[config.mk]
export PLATFORM = sky130hd
export DESIGN_NAME = line_drawer_stream
export DESIGN_NICKNAME = d
export VERILOG_FILES = /design/src/rtl/line_drawer_stream.sv
export SDC_FILE = /design/constraint.sdc
export NUM_CORES = 1
export LEC_CHECK = 0
export CORE_MARGIN = 10
export CORE_UTILIZATION = 60
export DETAILED_ROUTE_END_ITERATION = 16
export PLACE_DENSITY = 0.92
export SYNTH_ARGS = -nofsm -noshare
export SYNTH_HDL_FRONTEND = slang
export SYNTH_SLANG_ARGS = --single-unit
[constraint.sdc]
create_clock -name clk -period 14.35 [get_ports clk]
set_input_delay 2.1525 -clock clk [delete_from_list [all_inputs] [get_ports clk]]
set_output_delay 2.1525 -clock clk [all_outputs]
set_load 0.02 [all_outputs]
[src/rtl/line_drawer_stream.sv]
// Streaming Bresenham line rasteriser with clipping, dash patterning
// and output backpressure; one pixel per accepted output transfer.
module line_drawer_stream #(
  parameter int COORD_W = 10,
  parameter int COLOR_W = 12,
  parameter int X_MAX   = 639,
  parameter int Y_MAX   = 479,
  parameter int DASH_W  = 16
) (
  input  logic               clk,
  input  logic               rst,
  input  logic [COORD_W-1:0] x1_in,
  input  logic [COORD_W-1:0] y1_in,
  input  logic [COORD_W-1:0] x2_in,
  input  logic [COORD_W-1:0] y2_in,
  input  logic [COLOR_W-1:0] color,
  input  logic [DASH_W-1:0]  dash_pattern,
  input  logic               in_rts,
  output logic               in_rtr,
  output logic [COORD_W-1:0] out_x,
  output logic [COORD_W-1:0] out_y,
  output logic [COLOR_W-1:0] out_color,
  output logic               out_rts,
  input  logic               out_rtr,
  output logic               done
);

  localparam int EW = COORD_W + 2;
  localparam int IW = (DASH_W > 1) ? $clog2(DASH_W) : 1;

  localparam logic [COORD_W:0]   XLIM     = (COORD_W+1)'(X_MAX);
  localparam logic [COORD_W:0]   YLIM     = (COORD_W+1)'(Y_MAX);
  localparam logic [COORD_W-1:0] C_ONE    = COORD_W'(1);
  localparam logic [IW-1:0]      IDX_ONE  = IW'(1);
  localparam logic [IW-1:0]      IDX_LAST = IW'(DASH_W - 1);

  typedef enum logic [1:0] {
    IDLE,
    SETUP,
    DRAW
  } state_t;

  state_t state_q;

  logic [COORD_W-1:0] x1_q, y1_q, x2_q, y2_q;
  logic [COLOR_W-1:0] col_q;
  logic [DASH_W-1:0]  pat_q;

  logic [COORD_W-1:0] cx_q, cy_q;
  logic signed [EW-1:0] dx_q, dy_q, err_q;
  logic sxn_q, syn_q;
  logic [IW-1:0] idx_q;
  logic live_q;

  logic [COORD_W-1:0] out_x_q, out_y_q;
  logic [COLOR_W-1:0] out_col_q;
  logic out_rts_q, in_rtr_q, done_q;

  logic [COORD_W-1:0] absx_d, absy_d;
  logic signed [EW-1:0] e2_d, err_d;
  logic stepx_d, stepy_d;
  logic [COORD_W-1:0] cx_d, cy_d;
  logic [IW-1:0] idx_d;
  logic vis_d, end_d, out_free;

  always_comb begin
    absx_d = (x2_q >= x1_q) ? x2_q - x1_q : x1_q - x2_q;
    absy_d = (y2_q >= y1_q) ? y2_q - y1_q : y1_q - y2_q;

    // Both step decisions use the pre-update error term.
    e2_d    = err_q <<< 1;
    stepx_d = (e2_d >= dy_q);
    stepy_d = (e2_d <= dx_q);

    err_d = err_q;
    if (stepx_d) err_d = err_d + dy_q;
    if (stepy_d) err_d = err_d + dx_q;

    cx_d = cx_q;
    if (stepx_d) cx_d = sxn_q ? cx_q - C_ONE : cx_q + C_ONE;
    cy_d = cy_q;
    if (stepy_d) cy_d = syn_q ? cy_q - C_ONE : cy_q + C_ONE;

    idx_d = (idx_q == IDX_LAST) ? '0 : idx_q + IDX_ONE;

    vis_d = ({1'b0, cx_q} <= XLIM) &&
            ({1'b0, cy_q} <= YLIM) &&
            pat_q[idx_q];
    end_d = (cx_q == x2_q) && (cy_q == y2_q);

    out_free = !out_rts_q || out_rtr;
  end

  always_ff @(posedge clk or posedge rst) begin
    if (rst) begin
      state_q   <= IDLE;
      x1_q      <= '0;
      y1_q      <= '0;
      x2_q      <= '0;
      y2_q      <= '0;
      col_q     <= '0;
      pat_q     <= '0;
      cx_q      <= '0;
      cy_q      <= '0;
      dx_q      <= '0;
      dy_q      <= '0;
      err_q     <= '0;
      sxn_q     <= 1'b0;
      syn_q     <= 1'b0;
      idx_q     <= '0;
      live_q    <= 1'b0;
      out_x_q   <= '0;
      out_y_q   <= '0;
      out_col_q <= '0;
      out_rts_q <= 1'b0;
      in_rtr_q  <= 1'b1;
      done_q    <= 1'b0;
    end else begin
      done_q <= 1'b0;
      unique case (state_q)
        IDLE: begin
          if (in_rts && in_rtr_q) begin
            x1_q     <= x1_in;
            y1_q     <= y1_in;
            x2_q     <= x2_in;
            y2_q     <= y2_in;
            col_q    <= color;
            pat_q    <= dash_pattern;
            in_rtr_q <= 1'b0;
            state_q  <= SETUP;
          end
        end
        SETUP: begin
          dx_q    <= $signed({2'b00, absx_d});
          dy_q    <= -$signed({2'b00, absy_d});
          err_q   <= $signed({2'b00, absx_d}) - $signed({2'b00, absy_d});
          sxn_q   <= (x2_q < x1_q);
          syn_q   <= (y2_q < y1_q);
          cx_q    <= x1_q;
          cy_q    <= y1_q;
          idx_q   <= '0;
          live_q  <= 1'b1;
          state_q <= DRAW;
        end
        DRAW: begin
          if (out_rts_q && out_rtr) out_rts_q <= 1'b0;
          // Generator advances only when the output slot frees up.
          if (live_q && out_free) begin
            if (vis_d) begin
              out_x_q   <= cx_q;
              out_y_q   <= cy_q;
              out_col_q <= col_q;
              out_rts_q <= 1'b1;
            end
            if (end_d) begin
              live_q <= 1'b0;
            end else begin
              err_q <= err_d;
              cx_q  <= cx_d;
              cy_q  <= cy_d;
              idx_q <= idx_d;
            end
          end else if (!live_q && out_free) begin
            done_q   <= 1'b1;
            in_rtr_q <= 1'b1;
            state_q  <= IDLE;
          end
        end
        default: begin
          state_q  <= IDLE;
          in_rtr_q <= 1'b1;
        end
      endcase
    end
  end

  assign in_rtr    = in_rtr_q;
  assign out_x     = out_x_q;
  assign out_y     = out_y_q;
  assign out_color = out_col_q;
  assign out_rts   = out_rts_q;
  assign done      = done_q;

endmodule

# Word-level counts from Yosys, hierarchy flattened
# Index checks and enable logic that the tools add are counted.
dict set report word_totals {
  regBits 166
  input_bits 72
  output_inout_bits 35
  word_cells 118
}
dict set report classes {
  add_sub_neg 13
  magnitude_cmp 9
  eq_ne 13
  mux 40
  n_bitwise 1
  n_reduce_logical 20
}
# cell n
set ops {}
lappend ops {{two-way mux 10 bit} 10}
lappend ops {{two-way mux 12 bit} 4}
lappend ops {{one-hot mux 10 bit (2 select lines)} 2}
lappend ops {{subtractor 10 bit} 4}
lappend ops {{one-hot mux 12 bit (2 select lines)} 1}
lappend ops {{adder 10 x 1 -> 10 bit, second input constant} 2}
lappend ops {{== test 10 bit} 2}
lappend ops {{greater-or-equal comparator 10 bit} 2}
lappend ops {{less-than comparator 10 bit} 2}
lappend ops {{subtractor 10 x 1 -> 10 bit, second input constant} 2}
lappend ops {{!= test 2 bit, second input constant} 8}
lappend ops {{adder 12 x 11 -> 12 bit} 1}
lappend ops {{adder 12 bit} 1}
lappend ops {{greater-or-equal comparator 12 bit} 1}
lappend ops {{less-or-equal comparator 12 x 11 -> 1 bit} 1}
lappend ops {{two-way mux 1 bit} 12}
lappend ops {{two-way mux 4 bit} 3}
lappend ops {{negator 10 -> 12 bit} 1}
lappend ops {{AND reduction 3 bit} 4}
lappend ops {{AND reduction 4 bit} 3}
lappend ops {{subtractor 10 x 10 -> 11 bit} 1}
lappend ops {{less-or-equal comparator 10 bit, second input constant} 1}
lappend ops {{less-or-equal comparator 10 x 9 -> 1 bit, second input constant} 1}
lappend ops {{one-hot mux 4 bit (2 select lines)} 1}
lappend ops {{other kinds (17)} 26}

# Logic depth before layout (Yosys ltp)
# Gate-level depths: netlist of the first run.
dict set report depth {
  depth_word 7
  ltp_mapped 22
  mapped_depth_nobuf 20
}

# Least setup slack after synthesis of the first run
# OpenSTA, ideal clock, no wires.
dict set report synth_timing {
  path_type {register to register}
  start {register err_q[0]}
  end {register err_q[10]}
  setup_ns 0.139
  arrival_time_ns 4.157
  required_ns 14.211
  setup_slack_ns 10.054
  stages_incl_launch_ff 22
  path_buffers 2
  synth_period_minus_slack_ns 4.296
  path_cell_list {dfrtp_1 > ha_1 > nor2b_1 > o21a_1 > o21ai_0 > a21oi_1 > o221ai_1 > a21oi_1 > clkbuf_1 > clkbuf_1 > mux2_2 > ha_1 > fa_1 > a21oi_1 > o21ai_0 > a21oi_1 > o21bai_1 > a21oi_1 > o21ai_0 > mux2i_1 > xnor2_1 > o221ai_1}
}
dict set report synth_via {
  elab_chain_cells 7
}
# element line
set synth_rtl {}
lappend synth_rtl {{start, declared} 50} ;# logic signed [EW-1:0] dx_q, dy_q, err_q;
lappend synth_rtl {{start signal, assigned} 136} ;# err_q <= $signed({2'b00, absx_d}) - $signed({2'b00, absy_d});
lappend synth_rtl {{start signal, assigned} 158} ;# err_q <= err_d;
lappend synth_rtl {{adder 12 bit or greater-or-equal comparator 12 bit (tied branches)} {76, 72}}
lappend synth_rtl {{two-way mux 12 bit} 76} ;# if (stepx_d) err_d = err_d + dy_q;
lappend synth_rtl {{adder 12 x 11 -> 12 bit} 77} ;# if (stepy_d) err_d = err_d + dx_q;
lappend synth_rtl {{two-way mux 12 bit *} 77}
lappend synth_rtl {{two-way mux 12 bit *} 155} ;# if (end_d) begin
lappend synth_rtl {{two-way mux 12 bit *} 148} ;# if (live_q && out_free) begin
lappend synth_rtl {{one-hot mux 12 bit (2 select lines) *} 120} ;# unique case (state_q)
# Every way passes the cells marked *; elsewhere a longest branch is shown, timed or not. The select of a mux whose other input is x is not followed.
# A chain may end at the register's enable or synchronous reset.

# Worst setup path after layout of the first run
dict set report layout_timing {
  start {register y2_q[0]}
  end {register err_q[9]}
}
dict set report layout_via {
  elab_chain_cells 4
}
# element line
set layout_rtl {}
lappend layout_rtl {{start, declared} 45} ;# logic [COORD_W-1:0] x1_q, y1_q, x2_q, y2_q;
lappend layout_rtl {{start signal, assigned} 126} ;# y2_q <= y2_in;
lappend layout_rtl {{subtractor 10 bit (tied with other cells)} 68} ;# absy_d = (y2_q >= y1_q) ? y2_q - y1_q : y1_q - y2_q;
lappend layout_rtl {{two-way mux 10 bit or logical AND 1 bit (tied branches)} {68, 89}}
lappend layout_rtl {{subtractor 10 x 10 -> 11 bit or != test 2 bit (tied branches)} -}
lappend layout_rtl {{one-hot mux 12 bit (2 select lines) or AND reduction 3 bit (tied branches)} -}
# Parallel ways exist; a longest one is shown, timed or not.

==> reports/qor.csv, run 1 <==
stage,metric,value,unit
run_status,status,"complete, no violations",
worst_setup_path,CP peak stage delay,0.56,ns
power,VDD IR-drop max,0.0000841,V
worst_setup_path,crit path launch type,register,
synth,mux contribution to synthesized area,0.101,
synth,area share of fa/ha/maj cells after synthesis,0.135,
final_layout,Layout fillers,1158,
synth,asr flop ratio synth,1.00,
sta,Final Cycle Share,0.325,
floorplanning,# IOs,107,
final_layout,Nets,1440,
floorplanning,num rows,49,
synth,most common library cells after synthesis,"164 x dfrtp_1, 109 x nand2_1, 109 x o21ai_0",
synth,XOR/XNOR Fraction of Synth Area,0.0610,
drt,DR iter-0 viols,1051,
drt,Top Layer Used,met4,
final_layout,Area Growth Syn to Fin,16.4,%
synth,Synth Warn #,0,
synth,"EDFF count, synth",0,
drt,final wirelength,31000,um
grt,pin count of the biggest net entering global routing,104,
sta,Final Hold Violating Endpoints,0,
floorplanning,Core ar.,0.0181,mm^2
clock_tree,# H-tree levels,4,
synth,sequential area share after synthesis,0.369,
clock_tree,clk sink count,165,
placed_design,placed cell area,0.0124,mm^2
placed_design,hpwl dp,21800,um
grt,gr ovfl total,0,
grt,first-pass GRT wire length,50300,um
run,Max-Cap Viols,0,
drt,met2 WL,14600,um
sta,count of final setup violators,0,
worst_setup_path,R2R Path Start,y2_q[0]$_DFFE_PP0P_,
floorplanning,Die ar.,0.0245,mm^2
final_layout,share of cells above drive strength 1,0.116,
sta,slew of the pin with the lowest slew margin,1.38,ns
drt,met3 wire length,2630,um
drt,drt drc,0,
worst_setup_path,CP cell instances,inv_1 > ha_1 > inv_1 > fa_1 > a21oi_2 > a211oi_2 > nor3_4 > mux2i_1 > ha_1 > nor2b_1 > o21ai_0 > a21boi_0 > o21ai_0 > a211o_1 > o21ai_0 > xor2_1 > a32o_1 > a221o_1,
placed_design,routability-driven placement congestion ratio,0.965,
worst_setup_path,Worst EP arrival,4.99,ns
worst_setup_path,CP Class,reg -> reg,
drt,Pre-antenna DRT Iters,6,
final_layout,design area,0.0130,mm^2
clock_tree,total CTS buffers,17,
drt,M1 WL,12300,um
synth,ys flop type,dfrtp_1,
drt,vias per cell,6.36,
worst_setup_path,CP endpoint kind,register,
synth,Unique masters post-synth,78,
sta,unrepaired setup endpoints after global routing,false,
synth,Post-Syn Area,0.0112,mm^2
worst_setup_path,slowest library cell on the worst path,nor3_4,
sta,Hold Slack,0.503,ns
synth,compound-gate portion of the synthesized area,0.166,
clock_tree,clk buf depth,2,
grt,vias in the first global route,9614,
synth,share of the synthesized area in the top cell type,0.367,
sta,setup TNS,0,ns
drt,via count,9502,
clock_tree,Post-CTS Setup Bufs,0,
synth,syn_area_per_cell,9.63,um^2
synth,cell count after synthesis,1161,
clock_tree,worst skew pair latency,0.44,ns
synth,"area leader, netlist",dfrtp_1,
final_layout,ant diodes,0,
synth,simple-gate share of the synthesized area,0.120,
floorplanning,Die W,157,um
clock_tree,CTS tree,done,
clock_tree,Hold Buf Count CTS,0,
synth,Synthesized Nets,1348,
sta,Period minus WS final,4.67,ns
drt,Wirelength per Cell,20.7,um
synth,"FF+latch count, synth",165,
floorplanning,starting density of the core,0.616,
grt,antenna violations before repair,0,
worst_hold_path,Worst Hold Class,reg -> reg,
worst_hold_path,hold path startpoint,out_y[9]$_DFFE_PP0P_,
synth,largest family of logic cells by synthesized area,compound AO/OA/AOI/OAI gates,
worst_setup_path,crit path max fanout,13,
synth,most frequent cell after synthesis,dfrtp_1,
power,Leak,6.21,nW
sta,fmax,214,MHz
clock_tree,post-cts resize count,0,
grt,Global Route Usage Sum,0.256,
sta,Worst Skew,0.00833,ns
drt,"antenna viol nets, final",0,
worst_setup_path,"most used cell, CP",o21ai_0,
clock_tree,Root Driver,clkbuf_16,
sta,Slew HR,0.0765,
power,total power divided by cell area,73.0,mW/mm^2
clock_tree,"Reg clk slew, reported paths",0.07,ns
worst_setup_path,CP Launch Point,y2_q[0]$_DFFE_PP0P_,
floorplanning,die height,157,um
sta,fin. max-slew vios,0,
placed_design,port buffer count,106,
synth,cells taking the most area after synthesis,"dfrtp_1 37%, ha_1 12%, mux2_2 7.6%",
worst_setup_path,WP data required,14.67,ns
[stage by stage]
| step | worst slack [ns] | std cells | total power, mW | utilization |
|---|---|---|---|---|
| 5_1_grt | 9.37 | 1495 | 0.975 | 0.717 |
| 3_3_place_gp | 9.87 | 1463 | 0.503 | 0.685 |
| 6_report | 9.68 | 1495 | 0.950 | 0.717 |
| 2_1_floorplan | 7.74 | 1161 | 0.481 | - |
| 3_5_place_dp | 9.77 | 1463 | 0.504 | 0.685 |
| 4_1_cts | 9.73 | 1495 | 0.953 | 0.717 |
[final cells by class]
class,count,area (um^2),share of cell area
clock buffers,17,425,0.0327
clock inverters,15,166,0.0128
inverters,90,343,0.0263
multi-input cells,864,6540,0.502
flip-flops and latches,165,4130,0.317
well taps,229,287,0.0220
repair buffers,115,1130,0.0867
[layer usage]
| metal | vias up | GRT usage |
|---|---|---|
| met1 | 4584 | 0.321 |
| met3 | 124 | 0.0581 |
| met4 | 0 | 0.117 |
| met5 | - | 0 |
| li1 | 4275 | - |
| met2 | 519 | 0.414 |
[state kept, by name (all words and copies together) (netlist names), 11 cells and up]
name / count
dy_q: 12
out_color: 12
err_q: 11
pat_q: 16
col_q: 12
[power breakdown]
part | internal [mW] | switching (mW) | total (mW)
combinational | 0.0172 | 0.0121 | 0.0294
clock | 0.233 | 0.223 | 0.456
sequential | 0.465 | 0 | 0.465
total | 0.715 | 0.235 | 0.950
[cell families after synthesis]
| logic type | after synthesis |
|---|---|
| muxes | 97 |
| buffers and inverters | 132 |
| DFF | 165 |
| and+or+nand+nor | 277 |
| AOI/OAI and AO/OA | 298 |
| adders and majority gates | 115 |
| xor gates and xnor gates | 77 |
[cells in the final DEF, fill, tap and decap left out, types with 4 or more instances in the layout]
master	instances
a21boi_0	6
a21o_1	28
a21oi_1	71
a21oi_2	5
a221o_1	4
a221oi_1	4
a2bb2oi_1	5
a31oi_1	7
and2_1	4
and3_1	5
buf_4	9
clkbuf_16	17
clkdlybuf4s50_1	106
clkinv_8	4
clkinvlp_4	4
dfrtp_1	164
fa_1	9
ha_1	106
inv_1	87
inv_6	4
inv_8	4
mux2_2	75
mux2i_1	14
mux4_2	5
nand2_1	109
nand2b_1	8
nand3_1	26
nand3b_1	4
nand4_1	11
nor2_1	53
nor2b_1	23
nor3_1	14
o211ai_1	8
o21a_1	8
o21ai_0	108
o21bai_1	4
o31ai_1	4
xnor2_1	58
xor2_1	18
[worst max-delay path: cells and delay by family (launching register included)]
kind                       cells  cell delay (ns)
and+or+nand+nor                2             0.69
AOI/OAI and AO/OA              9             1.73
DFF                            1             0.41
buffers and inverters          2             0.15
xor gates and xnor gates       1             0.15
muxes                          1             0.51
adders and majority gates      3             0.92
[final timing paths]
check | to | slack (ns) | cells after the start
max | err_q[9]$_DFFE_PP0P_ | 9.68 | 18
min | out_y[9]$_DFFE_PP0P_ | 0.50 | 1
max reg2reg | err_q[9]$_DFFE_PP0P_ | 9.68 | 18
min reg2reg | out_y[9]$_DFFE_PP0P_ | 0.50 | 1
max in group asynchronous | state_q[1]$_DFFE_PP0P_ | 10.70 | 3
min in group asynchronous | col_q[2]$_DFFE_PP0P_ | 2.25 | 2
No activity file was read; power rests on OpenSTA's default activity.
==> run 2, diff against run 1 <==
- CORE_UTILIZATION: 60 -> 59
- PLACE_DENSITY: 0.92 -> 0.91
- clock period: 14.35 -> 4.55 ns (I/O delays scaled with it)
==> run 2 against run 1 <==
Against the previous run:
- worst hold slack worse by 0.00051 ns
- non-clock buffer count up 15
- setup slack worse by 9.5 ns
- count of clock-buffer cells in the layout unchanged
- largest cell class unchanged
- sequential cell count unchanged
- sequential share of layout area down 0.45 points
- utilization down 1.1 points
- cell count up 1.3%
- power rose to 3.2 times the previous value
- critical endpoint is now err_q[10]$_DFFE_PP0P_
- register-to-register slack worse by 9.5 ns
- via count up 0.27%
==> reports/qor.csv, run 2 (synthesis gave the netlist of run 1 again) <==
stage,metric,value,unit
placed_design,routability-driven placement congestion ratio,0.922,
final_layout,most frequent cells in the layout,"164 x dfrtp_1, 109 x nand2_1, 106 x clkdlybuf4s50_1",
placed_design,placed cell area,0.0125,mm^2
worst_setup_path,crit path max fanout,8,
drt,Pre-antenna DRT Iters,6,
drt,via count,9528,
drt,Wirelength per Cell,21.0,um
worst_setup_path,slowest library cell on the worst path,or4b_2,
clock_tree,worst skew pair latency,0.44,ns
worst_setup_path,crit path launch type,register,
sta,slew of the pin with the lowest slew margin,1.01,ns
floorplanning,Core ar.,0.0187,mm^2
final_layout,Util after Layout,0.706,
sta,fin. max-slew vios,0,
worst_setup_path,WP data required,4.86,ns
floorplanning,starting density of the core,0.598,
worst_setup_path,Worst EP arrival,4.68,ns
grt,pin count of the biggest net entering global routing,90,
clock_tree,# H-tree levels,4,
floorplanning,Die ar.,0.0249,mm^2
clock_tree,clk sink count,165,
sta,Period minus WS final,4.37,ns
power,VDD IR-drop max,0.000240,V
clock_tree,"Reg clk slew, reported paths",0.08,ns
sta,Hold Slack,0.503,ns
grt,gr ovfl total,0,
final_layout,Layout fillers,1207,
sta,count of final setup violators,0,
worst_setup_path,CP Class,reg -> reg,
final_layout,area occupied by multi-input gates,0.00658,mm^2
floorplanning,Die W,158,um
grt,vias in the first global route,9795,
final_layout,most common library cell in the layout ignoring fill and taps,dfrtp_1,
final_layout,share of cells above drive strength 1,0.131,
placed_design,hpwl dp,22700,um
sta,setup TNS,0,ns
run,Max-Cap Viols,0,
clock_tree,CTS tree,done,
floorplanning,die height,158,um
sta,Final Hold Violating Endpoints,0,
drt,DR iter-0 viols,1017,
clock_tree,total CTS buffers,17,
worst_hold_path,Worst Hold Class,reg -> reg,
drt,"antenna viol nets, final",0,
final_layout,ant diodes,0,
sta,Worst Skew,0.0123,ns
power,Leak,6.29,nW
clock_tree,Root Driver,clkbuf_16,
final_layout,design area,0.0132,mm^2
drt,final wirelength,31800,um
final_layout,Nets,1455,
run_status,status,"complete, no violations",
grt,Global Route Usage Sum,0.258,
worst_setup_path,CP peak stage delay,0.63,ns
worst_setup_path,CP endpoint kind,register,
final_layout,Area Growth Syn to Fin,18.0,%
final_layout,Top reg by flops,pat_q,
floorplanning,# IOs,107,
final_layout,Reg area,0.00413,mm^2
final_layout,Largest register FFs,16,
clock_tree,clk buf depth,2,
drt,drt drc,0,
grt,antenna violations before repair,0,
power,total power,3.04,mW
worst_setup_path,CP cell instances,clkinv_1 > ha_1 > or4b_2 > o21ai_0 > a21oi_1 > mux2_2 > ha_1 > fa_1 > a21oi_1 > o21ai_0 > a21oi_2 > o21bai_1 > a21oi_1 > o21ai_0 > mux2i_1 > xnor2_1 > o221ai_1,
placed_design,port buffer count,106,
sta,fmax,229,MHz
grt,first-pass GRT wire length,51100,um
sta,Slew HR,0.329,
drt,vias per cell,6.29,
sta,Final Cycle Share,0.961,
sta,unrepaired setup endpoints after global routing,false,
floorplanning,num rows,50,
clock_tree,Hold Buf Count CTS,0,
power,total power divided by cell area,231,mW/mm^2
[run 2: worst paths after layout]
path	start	endpoint	slack, ns	cells after the start
setup / recovery	dy_q[10]$_DFFE_PP0P_	err_q[10]$_DFFE_PP0P_	0.18	17
hold / removal	out_y[9]$_DFFE_PP0P_	out_y[9]$_DFFE_PP0P_	0.50	1
setup reg to reg	dy_q[10]$_DFFE_PP0P_	err_q[10]$_DFFE_PP0P_	0.18	17
hold reg to reg	out_y[9]$_DFFE_PP0P_	out_y[9]$_DFFE_PP0P_	0.50	1
max in group asynchronous	rst	in_rtr$_DFFE_PP1P_	2.93	3
min in group asynchronous	rst	out_color[10]$_DFFE_PP0P_	0.71	2
[run 2: area by class of cell]
cell class              count  share of cell area
flip-flops and latches    165               0.313
clock inverters            15              0.0138
clock buffers              17              0.0322
repair buffers            130              0.0950
multi-input cells         864               0.498
inverters                  90              0.0259
well taps                 234              0.0222
[run 2: report_power, final]
part | internal, mW | leakage [nW] | switching [mW] | total, mW
combinational | 0.0566 | 3.94 | 0.0392 | 0.0957
clock | 0.748 | 0.292 | 0.735 | 1.48
sequential | 1.47 | 2.06 | 0 | 1.47
total | 2.27 | 6.29 | 0.774 | 3.04
[run 2: metal layers]
layer	GRT usage	wire, um	vias to the layer above
met4	0.105	1190	0
li1	-	-	4317
met2	0.428	15500	498
met5	0	0	-
met3	0.0570	2700	101
met1	0.318	12400	4612
[run 2: stage by stage]
stage | setup slack (ns) | std cells
5_1_grt | 0.000586 | 1515
2_1_floorplan | 0.254 | 1161
4_1_cts | 0.0463 | 1512
3_5_place_dp | 0.0726 | 1480
3_3_place_gp | 0.198 | 1480
6_report | 0.179 | 1515
[run 2: what timing repair did]
item                                   4_1_cts  5_1_grt
endpoints found under the hold margin        0        0
gates resized for setup                      0       12
buffers inserted                             0        3
setup endpoints to repair                    0        6
[run 2: critical path: cells and delay by family (launching register included)]
family	cells	cell delay (ns)
muxes	2	0.51
DFF	1	0.33
AOI/OAI and AO/OA	9	1.52
xor gates and xnor gates	1	0.14
adders and majority gates	3	0.95
and+or+nand+nor	1	0.63
buffers and inverters	1	0.16
